--- src/rtl/bcd_cnt_pkg.sv ---
// Shared types and helpers for the multi-digit BCD up/down counter.
package bcd_cnt_pkg;

    localparam int unsigned DIGIT_W = 4;

    typedef logic [DIGIT_W-1:0] bcd_digit_t;

    localparam bcd_digit_t DIGIT_MAX = 4'd9;
    localparam bcd_digit_t DIGIT_MIN = 4'd0;

    typedef enum logic {
        DIR_DOWN = 1'b0,
        DIR_UP   = 1'b1
    } dir_e;

    function automatic logic is_valid_bcd(input bcd_digit_t digit);
        return digit <= DIGIT_MAX;
    endfunction

endpackage

--- src/rtl/bcd_digit.sv ---
// One decade cell: steps by one in either direction when step_in is high,
// and passes the carry/borrow on through step_out.
module bcd_digit
    import bcd_cnt_pkg::*;
(
    input  logic       clk,
    input  logic       clr,
    input  bcd_digit_t rst_val,
    input  logic       step_in,
    input  logic       up_dn,
    input  logic       ld,
    input  bcd_digit_t ld_val,
    output bcd_digit_t q,
    output logic       step_out
);

    dir_e dir;

    assign dir      = dir_e'(up_dn);
    assign step_out = step_in & ((dir == DIR_UP) ? (q == DIGIT_MAX) : (q == DIGIT_MIN));

    always_ff @(posedge clk or posedge clr) begin
        if (clr) begin
            q <= rst_val;
        end else if (ld) begin
            q <= ld_val;
        end else if (step_in) begin
            if (dir == DIR_UP)
                q <= (q == DIGIT_MAX) ? DIGIT_MIN : q + 4'd1;
            else
                q <= (q == DIGIT_MIN) ? DIGIT_MAX : q - 4'd1;
        end
    end

endmodule

--- src/rtl/bcd_updown_counter.sv ---
// NUM_DIGITS-decade BCD up/down counter with validated load, tc, wrap and load_err.
// Define BCD_CNT_SATURATE_EN to hold at all-9s/all-0s instead of wrapping.
module bcd_updown_counter
    import bcd_cnt_pkg::*;
#(
    parameter int unsigned                  NUM_DIGITS = 4,
    parameter logic [4*NUM_DIGITS-1:0]      RESET_VAL  = '0
) (
    input  logic                    clk,
    input  logic                    clr,
    input  logic                    en,
    input  logic                    up_dn,
    input  logic                    load,
    input  logic [4*NUM_DIGITS-1:0] load_val,
    output logic [4*NUM_DIGITS-1:0] count,
    output logic                    tc,
    output logic                    wrap,
    output logic                    load_err
);

    logic [NUM_DIGITS-1:0] step_in;
    logic [NUM_DIGITS-1:0] step_out;
    logic                  load_ok;
    logic                  all_max;
    logic                  all_min;
    logic                  term;
    logic                  ld;

    always_comb begin
        load_ok = 1'b1;
        all_max = 1'b1;
        all_min = 1'b1;
        for (int unsigned i = 0; i < NUM_DIGITS; i++) begin
            load_ok = load_ok & is_valid_bcd(load_val[DIGIT_W*i +: DIGIT_W]);
            all_max = all_max & (count[DIGIT_W*i +: DIGIT_W] == DIGIT_MAX);
            all_min = all_min & (count[DIGIT_W*i +: DIGIT_W] == DIGIT_MIN);
        end
    end

    assign term = up_dn ? all_max : all_min;
    assign tc   = en & ~load & term;
    assign ld   = load & load_ok;

`ifdef BCD_CNT_SATURATE_EN
    // Suppressing the first step at the terminal value freezes the whole chain.
    assign step_in[0] = en & ~load & ~term;
`else
    assign step_in[0] = en & ~load;
`endif

    for (genvar i = 0; i < NUM_DIGITS; i++) begin : g_digit
        if (i > 0) begin : g_chain
            assign step_in[i] = step_out[i-1];
        end
        bcd_digit u_digit (
            .clk     (clk),
            .clr     (clr),
            .rst_val (RESET_VAL[DIGIT_W*i +: DIGIT_W]),
            .step_in (step_in[i]),
            .up_dn   (up_dn),
            .ld      (ld),
            .ld_val  (load_val[DIGIT_W*i +: DIGIT_W]),
            .q       (count[DIGIT_W*i +: DIGIT_W]),
            .step_out(step_out[i])
        );
    end

    always_ff @(posedge clk or posedge clr) begin
        if (clr) begin
            wrap     <= 1'b0;
            load_err <= 1'b0;
        end else begin
`ifdef BCD_CNT_SATURATE_EN
            wrap     <= 1'b0;
`else
            // Carry out of the top digit is exactly the all-9s/all-0s rollover.
            wrap     <= step_out[NUM_DIGITS-1];
`endif
            load_err <= load & ~load_ok;
        end
    end

endmodule

--- config.mk ---
export PLATFORM = sky130hd
export DESIGN_NAME = bcd_updown_counter
export DESIGN_NICKNAME = d
export VERILOG_FILES = /design/src/rtl/bcd_cnt_pkg.sv /design/src/rtl/bcd_digit.sv /design/src/rtl/bcd_updown_counter.sv
export SDC_FILE = /design/constraint.sdc
export NUM_CORES = 1
export LEC_CHECK = 0
export ABC_AREA = 1
export CAP_MARGIN = 20
export CORE_UTILIZATION = 45
export CTS_CLUSTER_DIAMETER = 60
export DETAILED_ROUTE_END_ITERATION = 8
export PLACE_DENSITY = 0.74
export SYNTH_ARGS = -nofsm -noshare
export SYNTH_HDL_FRONTEND = slang
export SYNTH_SLANG_ARGS = --single-unit
--- constraint.sdc ---
create_clock -name clk -period 1.6 [get_ports clk]
set_input_delay 0.16 -clock clk [delete_from_list [all_inputs] [get_ports clk]]
set_output_delay 0.16 -clock clk [all_outputs]
set_load 0.005 [all_outputs]
==> impl_metrics.py <==
metrics = {
    "outcome": {
        "status": "finished with violations",
        "violations": "negative setup slack",
    },
    "floorplan": {
        "die_w_um": 61.85,
        "start_util": 0.4755,
        "core_sq_um": 3390,
        "fp.dieH_um": 61.85,
        "dieArea_sq_um": 3825,
        "io_pins": 40,
        "placement_rows": 21,
    },
    "sta": {
        "finalMaxSlewViolations": 0,
        "max_freq_mhz": 595.6,
        "rsz0062_at_grt": "yes",
        "worst_pin_slew_ns": 0.3013,
        "fin_crit_sh": 1.049,
        "timing.final.ws_setup_ns": -0.07911,
        "setup_viol": 1,
        "layout_min_cycle_time_ns": 1.679,
        "max_slew_margin": 0.7970,
        "finalHoldViolCount": 0,
        "tns_ns": -0.07911,
        "fin_skew_ns": 0.004027,
    },
    "worst_setup_path": {
        "startpoint_type": "register",
        "slowest_stage": "dfrtp_1",
        "cp_top_family": "simple AND/OR/NAND/NOR gates",
        "path_cells": "nor2_4, nand2_2, nand2_1, nand2_2, nor2_2, nand4_1, a21oi_2, buf_2",
        "cp.arrival_ns": 1.52,
        "path_class": "reg2out",
        "critical_path_required_ns": 1.44,
        "setup.worst_path.end_class": "output pin",
        "crit_path_max_incr_delay_ns": 0.44,
        "path_buf_inv": 1,
        "critPathMostFrequentCell": "nand2_2",
        "crit_fanout": 2,
    },
    "synth": {
        "syn-cell-area_sq_um": 1612,
        "synthAdderAreaFrac": 0,
        "synth_top_family_by_area": "simple AND/OR/NAND/NOR gates",
        "yosysSeqAreaShare": 0.2795,
        "ys_ff_latch": 18,
        "syn_area_per_cell_sq_um": 6.036,
        "synth_cells": 267,
        "synth_cell_types": 24,
        "synth-simple-area-share": 0.5411,
        "synth_compound_area_frac": 0.06832,
        "synthXorXnorAreaFrac": 0.01630,
        "syn_nets": 288,
        "yosys_warnings": 0,
        "synthMuxAreaShare": 0,
    },
    "power": {
        "intPower_uw": 2264,
        "power.switching_uw": 1740,
        "irDropWorstVdd_mv": 0.8735,
        "leakage_uw": 0.001404,
        "power_density_nw_per_um2": 1522,
        "p_seq_frac": 0.209,
        "swShare": 0.4345,
        "p_comb_frac": 0.714,
        "pwr-share-clk": 0.077,
    },
    "detailed_routing": {
        "firstDrtPassIters": 4,
        "drc": 0,
        "vias": 2121,
        "via_per_inst": 5.161,
        "wl_per_cell_um": 12.14,
        "drt_wl_total_mm": 4.988,
        "ant_nets": 0,
        "drt_iter0_markers": 177,
    },
    "clock_network": {
        "clk_latency_ns": 0.30,
        "clk_pin_slew_ns": 0.12,
        "cts_buffer_depth": 2,
        "cts_tree": "built",
        "cts.htree.levels": 1,
        "cts.sinks": 18,
        "clockRootBuffer": "clkbuf_4",
        "cts_made_buffers": 3,
    },
    "placed_design": {
        "place_inst": 397,
        "place.port_buffers": 39,
        "gp_congestion": 0.8614,
        "hpwl_mm": 3.514,
    },
    "worst_hold_path": {
        "hp-class": "in2async",
    },
    "global_route": {
        "grt_pass1_wl_mm": 7.935,
        "track_usage": 0.2768,
        "antenna_found_initial": 0,
        "grt-ovfl-total": 0,
        "first_global_vias": 1922,
        "grt_start_max_net_pins": 20,
    },
    "finish": {
        "antennaDiodeCount": 0,
        "instances_no_fill": 411,
        "syn2layout_area_growth_pct": 63.28,
        "drive_gt1_frac": 0.3041,
        "final_net_count": 387,
    },
    "job": {
        "drv_cap": 0,
    },
}
per-stage QoR:
step	hold slack [ns]	total power, uW	utilization	worst slack [ns]	instance area (sq um)
4_1_cts	0.1713	3765	0.7457	-0.08457	2527
2_1_floorplan	0.09857	2073	-	0.2758	1612
5_1_grt	0.2001	4380	0.7763	-0.1986	2631
6_report	0.1640	4004	0.7763	-0.07911	2631
3_5_place_dp	0.5190	3340	0.7147	-0.3068	2422
3_3_place_gp	0.5002	3301	0.7147	-0.3040	2422
power groups by stage:
| stage | clock network [uW] | registers [uW] | logic [uW] |
|---|---|---|---|
| floorplan | 0 | 922 | 1150 |
| global placement | 0 | 803 | 2500 |
| detailed placement | 0 | 812 | 2530 |
| CTS | 314 | 805 | 2650 |
| global route | 339 | 866 | 3180 |
| finish | 308 | 839 | 2860 |
worst register-to-register path, delay by kind of cell, from the launching register on:
family,cells,cell delay (ns)
and+or+nand+nor,6,0.74
buffers and inverters,3,0.31
DFF,1,0.42
worst paths after layout:
check | start | to | slack (ns) | depth (start not counted)
worst max-delay path | g_digit[0].u_digit.q[1]$_DFFE_PP0P_ | tc | -0.08 | 8
worst max register to register | g_digit[0].u_digit.q[2]$_DFFE_PP0P_ | wrap$_DFF_PP0_ | 0.05 | 9
worst min register to register | g_digit[3].u_digit.q[0]$_DFFE_PP0P_ | g_digit[3].u_digit.q[0]$_DFFE_PP0P_ | 0.67 | 3
min in group clk | load | load_err$_DFF_PP0_ | 0.42 | 3
worst min-delay path | clr | load_err$_DFF_PP0_ | 0.16 | 3
max in group asynchronous | clr | g_digit[2].u_digit.q[1]$_DFFE_PP0P_ | 1.21 | 3
state kept, by name, summed over array words and instances (netlist names):
name,cells
load_err,1
g_digit.u_digit.q,16
wrap,1
repair_timing:
item	in CTS	in global routing
hold buffers	0	0
hold endpoints to repair	0	0
endpoints found under the setup margin	1	16
buffers inserted	8	5
resized for setup	11	30
pin swaps	7	11
cells by family after synthesis:
| logic type | count (synthesis) |
|---|---|
| flops | 18 |
| buf+inv | 37 |
| compound gates | 21 |
| simple gates | 188 |
| xor+xnor | 3 |
Yosys cell counts (all sizes together):
cell / number / area [sq um]
a21oi: 4 / 20.02
clkinv: 1 / 3.750
o211ai: 2 / 15.01
nand3: 46 / 242.7
nand4: 4 / 25.02
o21ai: 15 / 75.07
clkbuf: 1 / 3.750
dfrtp: 18 / 450.4
nor3: 1 / 5.000
buf: 6 / 36.28
nor3b: 1 / 12.51
nor2: 25 / 150.1
inv: 29 / 108.9
nand2: 111 / 436.7
xor2: 3 / 26.28
cell type report:
cell class / count / area [sq um]
inverters: 30 / 115.1
fillers: 254 / 758.2
flip-flops and latches: 18 / 452.9
clock buffers: 4 / 36.28
multi-input cells: 212 / 1072
repair buffers: 101 / 897.1
well taps: 46 / 57.56
layer usage:
| metal | vias to the layer above | track usage | routed length (um) | share of wire |
|---|---|---|---|---|
| met5 | - | 0 | 0 | 0 |
| met4 | 0 | 0.1143 | 81 | 0.016 |
| met3 | 8 | 0.03106 | 306 | 0.061 |
| met2 | 99 | 0.4593 | 2453 | 0.49 |
| met1 | 960 | 0.3657 | 2148 | 0.43 |
| li1 | 1054 | - | - | - |
cell usage in the layout (no fill, tap or decap), types with 2 or more instances in the layout:
master / count
nand2_1: 97
buf_4: 54
nand3_1: 44
clkdlybuf4s50_1: 35
inv_1: 18
dfrtp_1: 16
o21ai_0: 12
nor2_1: 12
nand2_2: 11
inv_2: 10
nor2_4: 7
buf_6: 7
nor2_2: 5
nand4_1: 4
xor2_1: 3
nand2_4: 3
o21ai_1: 3
a21oi_1: 3
clkbuf_4: 3
dlymetal6s2s_1: 3
o211ai_1: 2
dfrtp_2: 2
(Power assumes the default switching activity.)
